--- src/rtl/sum_rizado_arb_pkg.sv ---
// Shared definitions for the sum_rizado_arb adder arbiter: datapath width,
// toggle counter width, FSM state encodings and a small popcount helper.
package sum_rizado_arb_pkg;

  localparam int SR_W        = 8;
  localparam int SR_TOGGLE_W = 16;

  localparam logic [1:0] IDLE   = 2'd0;
  localparam logic [1:0] SETTLE = 2'd1;
  localparam logic [1:0] RESP   = 2'd2;

  // Number of set bits in a {co,s} result word
  function automatic logic [3:0] popcount9(input logic [SR_W:0] v);
    logic [3:0] n;
    n = '0;
    for (int i = 0; i <= SR_W; i++) begin
      n = n + {3'b000, v[i]};
    end
    return n;
  endfunction

endpackage

--- src/rtl/sum_rizado_arb_adder.sv ---
// SUM_RIZADO: plain 8-bit ripple-carry adder, one full adder per bit.
// Carry propagates bit by bit, which is why the arbiter holds the operands
// steady for a settle window before capturing the result.
module sum_rizado_arb_adder
  import sum_rizado_arb_pkg::*;
(
  input  logic [SR_W-1:0] a,
  input  logic [SR_W-1:0] b,
  input  logic            ci,
  output logic [SR_W-1:0] s,
  output logic            co
);

  logic [SR_W:0] c;

  // Ripple chain: each stage consumes the carry of the stage below it
  always_comb begin
    c    = '0;
    s    = '0;
    c[0] = ci;
    for (int i = 0; i < SR_W; i++) begin
      s[i]   = a[i] ^ b[i] ^ c[i];
      c[i+1] = (a[i] & b[i]) | (c[i] & (a[i] ^ b[i]));
    end
  end

  assign co = c[SR_W];

endmodule

--- src/rtl/sum_rizado_arb.sv ---
// sum_rizado_arb: round-robin sequencer sharing one ripple adder between N
// requesters. Operands are registered on grant, the adder is given a fixed
// settle window, and {co,s} is returned over a valid/ready response port.
// Non-last beats lock the arbiter to the same requester and chain the carry.
// Optional feature: define SUM_RIZADO_ARB_TOGGLE_EN to count result bit toggles.
module sum_rizado_arb
  import sum_rizado_arb_pkg::*;
#(
  parameter int N             = 2,
  parameter int SETTLE_CYCLES = 2,
  parameter int IDW           = 1
)
(
  input  logic                   clk,
  input  logic                   reset_L,
  input  logic [N-1:0]           req_valid,
  input  logic [SR_W*N-1:0]      req_a,
  input  logic [SR_W*N-1:0]      req_b,
  input  logic [N-1:0]           req_ci,
  input  logic [N-1:0]           req_last,
  output logic [N-1:0]           req_ready,
  output logic                   rsp_valid,
  input  logic                   rsp_ready,
  output logic [IDW-1:0]         rsp_id,
  output logic [SR_W-1:0]        rsp_s,
  output logic                   rsp_co,
  output logic                   busy,
  output logic [SR_TOGGLE_W-1:0] toggle_cnt
);

  localparam int CW = (SETTLE_CYCLES > 1) ? $clog2(SETTLE_CYCLES) : 1;

  logic [1:0]      state;
  logic [CW-1:0]   cnt;
  logic [SR_W-1:0] a_reg;
  logic [SR_W-1:0] b_reg;
  logic            ci_reg;
  logic            last_reg;
  logic [IDW-1:0]  gid;
  logic [IDW-1:0]  rr_ptr;
  logic            lock;
  logic            chain_c;

  logic [IDW:0]    pick_res;
  logic            found;
  logic [IDW-1:0]  sel;
  logic            grant;
  logic            settle_done;
  logic [SR_W-1:0] sum_s;
  logic            sum_co;

  // First valid requester at or above ptr, wrapping; MSB flags a hit
  function automatic logic [IDW:0] rr_pick(input logic [N-1:0] v, input logic [IDW-1:0] ptr);
    logic [IDW:0] r;
    int j;
    r = '0;
    for (int k = N - 1; k >= 0; k--) begin
      j = (int'(ptr) + k) % N;
      if (v[j]) r = {1'b1, IDW'(j)};
    end
    return r;
  endfunction

  // Choose the grant candidate: the locked requester during a chain, else round-robin
  always_comb begin
    pick_res = rr_pick(req_valid, rr_ptr);
    if (lock) begin
      found = req_valid[gid];
      sel   = gid;
    end else begin
      found = pick_res[IDW];
      sel   = pick_res[IDW-1:0];
    end
    grant = (state == IDLE) && reset_L && found;
  end

  assign req_ready   = grant ? (N'(1) << sel) : '0;
  assign rsp_valid   = (state == RESP);
  assign busy        = (state != IDLE) || lock;
  assign settle_done = (state == SETTLE) && (cnt == CW'(SETTLE_CYCLES - 1));

  sum_rizado_arb_adder u_adder (
    .a  (a_reg),
    .b  (b_reg),
    .ci (ci_reg),
    .s  (sum_s),
    .co (sum_co)
  );

  // Main sequencer: grant and register operands, settle, then hold the response
  always_ff @(posedge clk or negedge reset_L) begin
    if (!reset_L) begin
      state    <= IDLE;
      cnt      <= '0;
      a_reg    <= '0;
      b_reg    <= '0;
      ci_reg   <= 1'b0;
      last_reg <= 1'b0;
      gid      <= '0;
      rr_ptr   <= '0;
      lock     <= 1'b0;
      chain_c  <= 1'b0;
      rsp_id   <= '0;
      rsp_s    <= '0;
      rsp_co   <= 1'b0;
    end else begin
      case (state)
        IDLE: begin
          if (grant) begin
            a_reg    <= req_a[sel*SR_W +: SR_W];
            b_reg    <= req_b[sel*SR_W +: SR_W];
            ci_reg   <= lock ? chain_c : req_ci[sel];
            last_reg <= req_last[sel];
            gid      <= sel;
            cnt      <= '0;
            state    <= SETTLE;
          end
        end
        SETTLE: begin
          if (settle_done) begin
            rsp_s  <= sum_s;
            rsp_co <= sum_co;
            rsp_id <= gid;
            state  <= RESP;
          end else begin
            cnt <= cnt + 1'b1;
          end
        end
        RESP: begin
          if (rsp_ready) begin
            state <= IDLE;
            if (last_reg) begin
              lock   <= 1'b0;
              rr_ptr <= (gid == IDW'(N - 1)) ? '0 : gid + 1'b1;
            end else begin
              lock    <= 1'b1;
              chain_c <= rsp_co;
            end
          end
        end
        default: state <= IDLE;
      endcase
    end
  end

`ifdef SUM_RIZADO_ARB_TOGGLE_EN
  localparam int TW = SR_TOGGLE_W + 1;

  logic [SR_W:0]        prev;
  logic [SR_TOGGLE_W-1:0] tog_reg;
  logic [TW-1:0]        tog_sum;

  // Candidate count including this capture's toggles, one bit wider to spot overflow
  always_comb begin
    tog_sum = {1'b0, tog_reg} + TW'(popcount9({sum_co, sum_s} ^ prev));
  end

  // Accumulate toggles at each capture, saturating at all-ones
  always_ff @(posedge clk or negedge reset_L) begin
    if (!reset_L) begin
      prev    <= '0;
      tog_reg <= '0;
    end else if (settle_done) begin
      prev    <= {sum_co, sum_s};
      tog_reg <= tog_sum[SR_TOGGLE_W] ? {SR_TOGGLE_W{1'b1}} : tog_sum[SR_TOGGLE_W-1:0];
    end
  end

  assign toggle_cnt = tog_reg;
`else
  assign toggle_cnt = '0;
`endif

endmodule

--- config.mk ---
export PLATFORM = sky130hd
export DESIGN_NAME = sum_rizado_arb
export DESIGN_NICKNAME = d
export VERILOG_FILES = /design/src/rtl/sum_rizado_arb_pkg.sv /design/src/rtl/sum_rizado_arb_adder.sv /design/src/rtl/sum_rizado_arb.sv
export SDC_FILE = /design/constraint.sdc
export NUM_CORES = 1
export LEC_CHECK = 0
export ABC_AREA = 1
export BUFFER_PORTS_ARGS = -buffer_cell sky130_fd_sc_hd__buf_2
export CORE_MARGIN = 10
export CORE_UTILIZATION = 45
export DETAILED_ROUTE_END_ITERATION = 10
export PLACE_DENSITY = 0.74
export SKIP_LAST_GASP = 1
export SYNTH_ARGS = -nofsm -noshare
export SYNTH_HDL_FRONTEND = slang
export SYNTH_SLANG_ARGS = --single-unit
--- constraint.sdc ---
create_clock -name clk -period 3.6 [get_ports clk]
set_input_delay 1.08 -clock clk [delete_from_list [all_inputs] [get_ports clk]]
set_output_delay 1.08 -clock clk [all_outputs]
set_load 0.01 [all_outputs]
* Word-level counts from Yosys, hierarchy flattened
Cells that the tools add are included.
** Word-level totals
- Bits in registers :: 35
- Input port bits :: 41
- Output and inout bits :: 30
- Word-level logic and storage cells :: 111
** Cells by class
- Add/subtract/negate cells :: 3
- Magnitude comparators :: 4
- Equal/unequal tests :: 6
- Shifts and indexed selects :: 3
- Muxes and demuxes :: 26
- Bitwise gates (word level) :: 42
- Reduce and logical (&&, ||, !) cells :: 14
** Operators with widths (number)
- 16-bit by 5-bit indexed part select with 8-bit output :: 2
- 1-bit 2-to-1 mux :: 18
- 1-bit AND :: 16
- 1-bit bitwise XOR :: 16
- 2-bit 2-to-1 mux :: 6
- 3-bit AND reduction :: 4
- 1-bit bitwise OR :: 8
- 1-bit by 2-bit < comparator with 1-bit output, second input constant :: 3
- 2-bit inequality test, second input constant :: 3
- 2-bit one-hot mux with 3 select lines :: 1
- 2-bit AND reduction :: 3
- 2-bit nonzero test :: 2
- 1-bit adder, second input constant :: 3
- 1-bit logical AND :: 3
- 2-bit by 3-bit < comparator with 1-bit output, second input constant :: 1
- 2-bit by 1-bit equality test with 1-bit output, second input constant :: 1
- 2-bit equality test, second input constant :: 1
- 2-bit zero test :: 1
- 2-bit by 1-bit inequality test with 1-bit output, second input constant :: 1
- 1-bit one-hot mux with 2 select lines :: 1
- 1-bit by 1-bit left shift with 2-bit output, first input constant :: 1
- 1-bit AND, first input constant :: 1
- 1-bit logical OR :: 1
- 1-bit NOT :: 1

* Depth between registers and ports, before layout
Gate-level depths: netlist (run 1).
- Word-level depth :: 17
- Gate-level depth with buffers :: 12
- Gate-level depth less buffers :: 12

* Hierarchy
Synthesis (run 1) repeated with hierarchy kept, for this count alone.
** Second synthesis, totals
- Cell total of the unflattened synthesis :: 244
- Area total of the unflattened synthesis :: 2082.0 um^2
** By module, submodules not included
- sum_rizado_arb :: times used 1, cells each 226, area each 1884.3 um^2, sequential area each 875.8 um^2
- sum_rizado_arb_adder :: times used 1, cells each 18, area each 197.7 um^2, sequential area each 0.0 um^2

* Least setup slack after synthesis (run 1)
Ideal clock, no wire load.
- Path kind :: register to register
- From :: register a_reg[0]
- To :: register rsp_s[7]
- Setup time :: 0.083 ns
- Arrival :: 3.495 ns
- Required time :: 3.517 ns
- Setup slack :: 0.023 ns
- Stages on the path, launching flop included :: 13
- Buffers on the path :: 0
- Period minus slack after synthesis :: 3.577 ns
- Cells stage by stage :: dfrtp_1 fa_1 inv_1 fa_1 inv_1 fa_1 fa_1 fa_1 fa_1 fa_1 inv_1 fa_1 o21ai_0
** Between the ends
- Cells in the longest elaborated chain, start to end :: 16
- Elaborated cells on any way between the ends :: 17
- Those cells by class :: bitwise (17)
** RTL lines
- start, declared :: RTL line sum_rizado_arb.sv:35 : logic [SR_W-1:0] a_reg;
- start signal, assigned :: RTL line sum_rizado_arb.sv:110 : a_reg <= req_a[sel*SR_W +: SR_W];
- 1-bit bitwise XOR :: RTL line sum_rizado_arb_adder.sv:23 : c[i+1] = (a[i] & b[i]) | (c[i] & (a[i] ^ b[i]));
- 1-bit AND :: RTL line sum_rizado_arb_adder.sv:23
- 1-bit bitwise OR (*) :: RTL line sum_rizado_arb_adder.sv:23
- 1-bit AND (*) :: RTL line sum_rizado_arb_adder.sv:23
- 1-bit bitwise OR (*) :: RTL line sum_rizado_arb_adder.sv:23
- 1-bit AND (*) :: RTL line sum_rizado_arb_adder.sv:23
- 1-bit bitwise OR (*) :: RTL line sum_rizado_arb_adder.sv:23
- 1-bit AND (*) :: RTL line sum_rizado_arb_adder.sv:23
- 1-bit bitwise OR (*) :: RTL line sum_rizado_arb_adder.sv:23
- 1-bit AND (*) :: RTL line sum_rizado_arb_adder.sv:23
- 1-bit bitwise OR (*) :: RTL line sum_rizado_arb_adder.sv:23
- 1-bit AND (*) :: RTL line sum_rizado_arb_adder.sv:23
- 1-bit bitwise OR (*) :: RTL line sum_rizado_arb_adder.sv:23
- 1-bit AND (*) :: RTL line sum_rizado_arb_adder.sv:23
- 1-bit bitwise OR (*) :: RTL line sum_rizado_arb_adder.sv:23
- 1-bit bitwise XOR (*) :: RTL line sum_rizado_arb_adder.sv:22 : s[i] = a[i] ^ b[i] ^ c[i];
- end signal, assigned :: RTL line sum_rizado_arb.sv:121 : rsp_s <= sum_s;
- end, declared :: RTL line sum_rizado_arb.sv:25 : output logic [SR_W-1:0] rsp_s,
Every way passes the cells marked *; elsewhere a longest branch is shown, timed or not.
A chain may end at the register's enable or synchronous reset.

* Worst setup path in the final report (run 1)
Ends and elaborated chain as after synthesis.

==> results of run 1 <==
power groups by stage:
stage	Combinational [W]	Sequential, W	Clock (W)
2_1_floorplan	0.000776	0.000712	0
3_3_place_gp	0.000981	0.000703	0
3_5_place_dp	0.00101	0.000712	0
4_1_cts	0.00102	0.000709	0.000317
5_1_grt	0.00117	0.000731	0.000328
6_report	0.00100	0.000704	0.000308
cells in the mapped netlist:
cell type	instances	share of area
nand3_1	12	0.029
buf_6	4	0.022
inv_2	1	0.0018
nand2_4	2	0.011
conb_1	1	0.0018
dfrtp_1	35	0.42
fa_1	8	0.077
nor2_2	2	0.0060
o21ai_2	5	0.021
nand3_2	10	0.048
a21oi_1	4	0.0096
buf_4	19	0.068
inv_1	19	0.034
buf_2	1	0.0024
nor2_1	4	0.0072
nand2_2	7	0.021
inv_4	1	0.0030
nand2_1	89	0.16
buf_8	1	0.0072
o21ai_0	8	0.019
mux2_1	1	0.0054
mux2_2	5	0.027
cell type report:
cell class	count	area [um2]	share of cell area
tap	52	65.1	0.0271
multi-input combinational	173	992	0.413
clock buffer	8	100	0.0417
timing repair buffer	56	285	0.119
sequential	35	876	0.365
inverter	21	81.3	0.0339
worst max path at each step:
stage,depth (start not counted),startpoint,endpoint
finish,12,a_reg[0],rsp_s[7]
global route,12,a_reg[0],rsp_s[7]
CTS,12,a_reg[0],rsp_s[7]
detailed placement,12,a_reg[0],rsp_s[7]
global placement,12,a_reg[0],rsp_s[7]
floorplan,12,a_reg[0],rsp_s[7]
metal layers:
layer	up-vias	global-route usage	wire [um]
li1	810	-	-
met1	742	0.157	2090
met2	46	0.185	2120
met3	6	0.0409	311
met4	0	0.0456	69
met5	-	0	0
worst reg2reg max path: cells and delay by family, from the launching register on:
| kind | cells | cell delay (ns) |
|---|---|---|
| buf+inv | 3 | 0.19 |
| fa+ha+maj | 8 | 2.71 |
| compound gates | 1 | 0.12 |
| flops | 1 | 0.40 |
per-stage QoR:
step | utilization | TNS (ns)
6_report | 0.544 | 0
5_1_grt | 0.544 | -0.0660
4_1_cts | 0.543 | 0
3_5_place_dp | 0.518 | -0.145
3_3_place_gp | 0.518 | -0.0778
2_1_floorplan | - | 0
cells by family (layout without fill, tap and decap cells):
family,after synthesis,after routing,synth area share
AND/OR/NAND/NOR,126,126,0.282
adder cells (fa/ha/maj),8,8,0.0767
buffers and inverters,46,85,0.138
flip-flops,35,35,0.419
other,1,16,0.00180
AO/OA/AOI/OAI,17,17,0.0497
multiplexers,6,6,0.0324
what timing repair did:
item,in CTS,in global routing
setup buffers,0,0
setup endpoints to repair,1,1
pin swaps,0,3
resized for setup,4,2
hold buffers,0,0
==> key figures, run 1 <==
Outcome
  • Status: finished clean

Detailed routing
  • Vias: 1604
  • Detailed Route Iter0 Violations: 44
  • Remaining DRCs: 0
  • Vias per Instance: 4.65
  • Post-route ant nets: 0
  • Post-Route WL: 4590 um
  • Routed len/inst: 13.3 um
  • Initial DRT Pass Iterations: 4

Finish
  • Ant. Diodes: 0
  • Leading cell type in the layout, fill and taps excluded: nand2_1
  • Layout area overhead: 14.9%
  • Commonest non-fill, non-tap cells in the layout: 89 x nand2_1, 54 x buf_2, 35 x dfrtp_1
  • Nets: 341
  • Final Instance Area: 0.00240 mm2
  • Share of cells above drive strength 1: 0.345
  • Post-Layout Cell Count: 345
  • # fillers: 422

STA
  • Final setup viols: 0
  • Final period util: 0.975
  • Worst Tran Pin Value: 0.520 ns
  • Max_slew headroom: 0.652
  • Final Worst Setup Slack: 0.0903 ns
  • WHS: 0.484 ns
  • RSZ-0062 raised after global routing: yes
  • Final Max Slew Viols: 0
  • Final Hold Vio Count: 0
  • Fmax: 0.285 GHz
  • Clk_skew: 0.00305 ns
  • Final Critical Period: 3.51 ns

Clock tree
  • Clock-pin slew on the worst setup and hold paths: 0.07 ns
  • CTS max path bufs: 2
  • H-tree Lvls: 2
  • Worst-Skew Late Latency: 0.29 ns
  • CTS tree: done
  • Clock Sinks: 35
  • TritonCTS Buffers: 5
  • Clk root buf: clkbuf_8

Worst setup path
  • Required time of the critical path: 3.81 ns
  • CP cell instances: fa_1, inv_1, fa_1, inv_1, fa_2, fa_2, fa_2, fa_2, fa_2, inv_1, fa_1, o21ai_1
  • Largest stage delay, worst path: 0.41 ns
  • FF-to-FF Start: a_reg[0]
  • Slowest cell on crit path: fa_1
  • CP Data Arrival Time: 3.72 ns
  • Worst Path Buf+Inv: 3
  • CP Capture Type: flip-flop
  • CP startpoint kind: flip-flop
  • Worst R2R End: rsp_s[7]
  • Crit Path Max Fanout: 2
  • Most numerous cell on the critical path: fa_2
  • Reg2reg path depth: 12
  • Family with the most delay on the worst path: adder cells
  • CP Class: flip-flop to flip-flop
  • R2R setup slack: 0.09 ns

Hold path
  • Hold depth: 2
  • Hold Path Sink: rsp_s[1]
  • HP Class: flip-flop to flip-flop
  • Hold path startpoint: rsp_s[1]

Place
  • Port Buffers: 54
  • DP Worst Slack: -0.145 ns
  • Final RePlAce weighted congestion: 0.777
  • Detailed placer's ending HPWL: 3650 um
  • Placed cell count: 337
  • Dpl cell area: 0.00229 mm2

Global route
  • Initial antenna violation count: 0
  • Total GRT Usage: 0.122
  • Global-route wire length before repair: 7560 um
  • Overflow after GRT: 0
  • Largest net degree at the start of global routing: 36
  • Vias in the first global route: 1658

Floorplan
  • I/O pin total: 71
  • Core area: 0.00441 mm2
  • Starting Density: 0.473
  • Die H: 88.1 um
  • FP Rows: 24
  • DIE WIDTH: 88.1 um
  • Die area: 0.00777 mm2

Power and ir drop
  • Clock power share: 0.153
  • Seq pwr share: 0.350
  • Power Dens Cells: 838 mW/mm2
  • Power Internal: 0.00115 W
  • Sw Ratio: 0.429
  • Total Power: 0.00201 W
  • Sw power: 0.000864 W
  • Max rail drop VDD: 0.329 mV
  • Pleak: 1.34 nW
  • Logic pwr share: 0.497

Yosys
  • Synthesized area per cell: 8.74 um2
  • Yosys cell types: 22
  • Post-synthesis sequential area ratio: 0.419
  • Synth Instances: 239
  • Synth warn: 0
  • Synth Cell Area: 0.00209 mm2
  • Synth Register Bits: 35

Flow run
  • Max_cap viols: 0
No activity file was read; power rests on OpenSTA's default activity.
==> inputs of run 2 (changes only) <==
REMOVE_ABC_BUFFERS = 1   (was not set)
==> key figures, run 2 (synthesized netlist as in run 1, its figures left out) <==
Outcome
  • Status: finished clean

Finish
  • Footprint of the multi-input gates: 995 um2
  • Final Util: 0.542
  • Share of cells above drive strength 1: 0.347
  • Sequential cell area: 876 um2
  • Nets: 342
  • Ant. Diodes: 0
  • Commonest non-fill, non-tap cells in the layout: 89 x nand2_1, 54 x buf_2, 35 x dfrtp_1
  • # fillers: 426
  • Final Instance Area: 0.00239 mm2
  • Layout area overhead: 14.5%
  • Leading cell type in the layout, fill and taps excluded: nand2_1

Detailed routing
  • Vias: 1611
  • Vias per Instance: 4.66
  • Routed len/inst: 13.9 um
  • Initial DRT Pass Iterations: 4
  • Detailed Route Iter0 Violations: 78
  • Post-Route WL: 4810 um
  • Remaining DRCs: 0
  • Post-route ant nets: 0

Clock tree
  • TritonCTS Buffers: 5
  • H-tree Lvls: 2
  • Clock Sinks: 35
  • Post-CTS Setup Inserts: 0
  • CTS max path bufs: 2
  • Clk root buf: clkbuf_8
  • CTS tree: done
  • Clock-pin slew on the worst setup and hold paths: 0.07 ns
  • Worst-Skew Late Latency: 0.29 ns

Place
  • Dpl cell area: 0.00229 mm2
  • Detailed placer's ending HPWL: 3630 um
  • Final RePlAce weighted congestion: 0.756
  • Port Buffers: 54

Worst setup path
  • Slowest cell on crit path: dfrtp_1
  • Family with the most delay on the worst path: adder cells
  • Worst R2R End: rsp_s[7]
  • CP Class: flip-flop to flip-flop
  • Worst Path Buf+Inv: 3
  • R2R setup slack: 0.10 ns
  • CP Data Arrival Time: 3.70 ns
  • CP startpoint kind: flip-flop
  • Reg2reg path depth: 12
  • Required time of the critical path: 3.81 ns
  • Most numerous cell on the critical path: fa_2
  • Crit Path Max Fanout: 2
  • CP Capture Type: flip-flop
  • Largest stage delay, worst path: 0.41 ns
  • CP cell instances: fa_2, inv_1, fa_1, inv_1, fa_2, fa_2, fa_2, fa_2, fa_2, inv_1, fa_1, o21ai_1
  • FF-to-FF Start: ci_reg

Power and ir drop
  • Total Power: 0.00200 W
  • Clock power share: 0.135
  • Pleak: 1.33 nW
  • Power Dens Cells: 838 mW/mm2
  • Max rail drop VDD: 0.331 mV
  • Sw power: 0.000884 W
  • Sw Ratio: 0.441
  • Logic pwr share: 0.512
  • Seq pwr share: 0.353
  • Power Internal: 0.00112 W

Global route
  • Vias in the first global route: 1712
  • Overflow after GRT: 0
  • Largest net degree at the start of global routing: 36
  • Global-route wire length before repair: 7900 um
  • Initial antenna violation count: 0
  • Total GRT Usage: 0.127

Floorplan
  • Starting Density: 0.473
  • I/O pin total: 71
  • DIE WIDTH: 88.1 um
  • Core area: 0.00441 mm2
  • FP Rows: 24
  • Die H: 88.1 um
  • Die area: 0.00777 mm2

Hold path
  • Hold path startpoint: rsp_s[1]
  • HP Class: flip-flop to flip-flop
  • Hold Path Sink: rsp_s[1]
  • Hold depth: 2

STA
  • RSZ-0062 raised after global routing: yes
  • Final Max Slew Viols: 0
  • Worst Tran Pin Value: 0.592 ns
  • Final period util: 0.971
  • Fin Setup TNS: 0 ns
  • Fmax: 0.286 GHz
  • WHS: 0.485 ns
  • Clk_skew: 0.00263 ns
  • Final Hold Vio Count: 0
  • Final Critical Period: 3.50 ns
  • Max_slew headroom: 0.604
  • Final setup viols: 0

Flow run
  • Max_cap viols: 0
[run 2: cell count changes in the layout (fill, tap and decap cells not counted)]
cell	before	now
clkinv_2	0	1
fa_2	5	6
clkbuf_1	1	2
fa_1	3	2
clkbuf_8	7	5
buf_4	2	3
[run 2: worst reg2reg max path, delay by kind of cell, from the launching register on]
kind,cells,cell delay [ns]
fa+ha+maj,8,2.68
flops,1,0.41
buf+inv,3,0.19
compound gates,1,0.14
[run 2: metrics by stage]
step,worst slack (ns),std cells
6_report,0.104,346
5_1_grt,-0.0393,346
4_1_cts,0.0105,346
3_5_place_dp,-0.223,338
3_3_place_gp,-0.0624,338
2_1_floorplan,0.0195,229
[run 2: cell type report]
type	instances	area share
Timing Repair Buffer	57	0.122
Multi-Input combinational cell	173	0.416
Clock inverter	1	0.00209
Tap cell	52	0.0272
Clock buffer	7	0.0319
Sequential cell	35	0.366
Inverter	21	0.0340
[run 2: what timing repair did]
item | 4_1_cts | 5_1_grt
resized for setup | 6 | 1
hold buffers | 0 | 0
pin swaps | 3 | 4
endpoints found under the setup margin | 1 | 1
endpoints found under the hold margin | 0 | 0
[run 2: worst max-delay path by stage]
stage / startpoint / endpoint / slack, ns / cells after the start
2_1_floorplan: a_reg[0] / rsp_s[7] / 0.02 / 12
3_3_place_gp: a_reg[0] / rsp_s[7] / -0.06 / 12
3_5_place_dp: a_reg[0] / rsp_s[7] / -0.22 / 12
4_1_cts: a_reg[0] / rsp_s[7] / 0.01 / 12
5_1_grt: ci_reg / rsp_s[7] / -0.04 / 12
6_report: ci_reg / rsp_s[7] / 0.10 / 12
[run 2: power by group through the flow]
stage,combinational (W),clock (W),sequential [W]
3_3_place_gp,0.000971,0,0.000699
3_5_place_dp,0.00103,0,0.000707
4_1_cts,0.00105,0.000279,0.000704
6_report,0.00103,0.000271,0.000706
2_1_floorplan,0.000683,0,0.000712
5_1_grt,0.00120,0.000296,0.000731
[run 2: per-layer routing]
layer | GRT usage | wire, um | vias to the layer above
met2 | 0.204 | 2350 | 48
met5 | 0 | 0 | -
met1 | 0.157 | 2010 | 739
met4 | 0.0471 | 56 | 0
met3 | 0.0409 | 397 | 6
li1 | - | - | 818
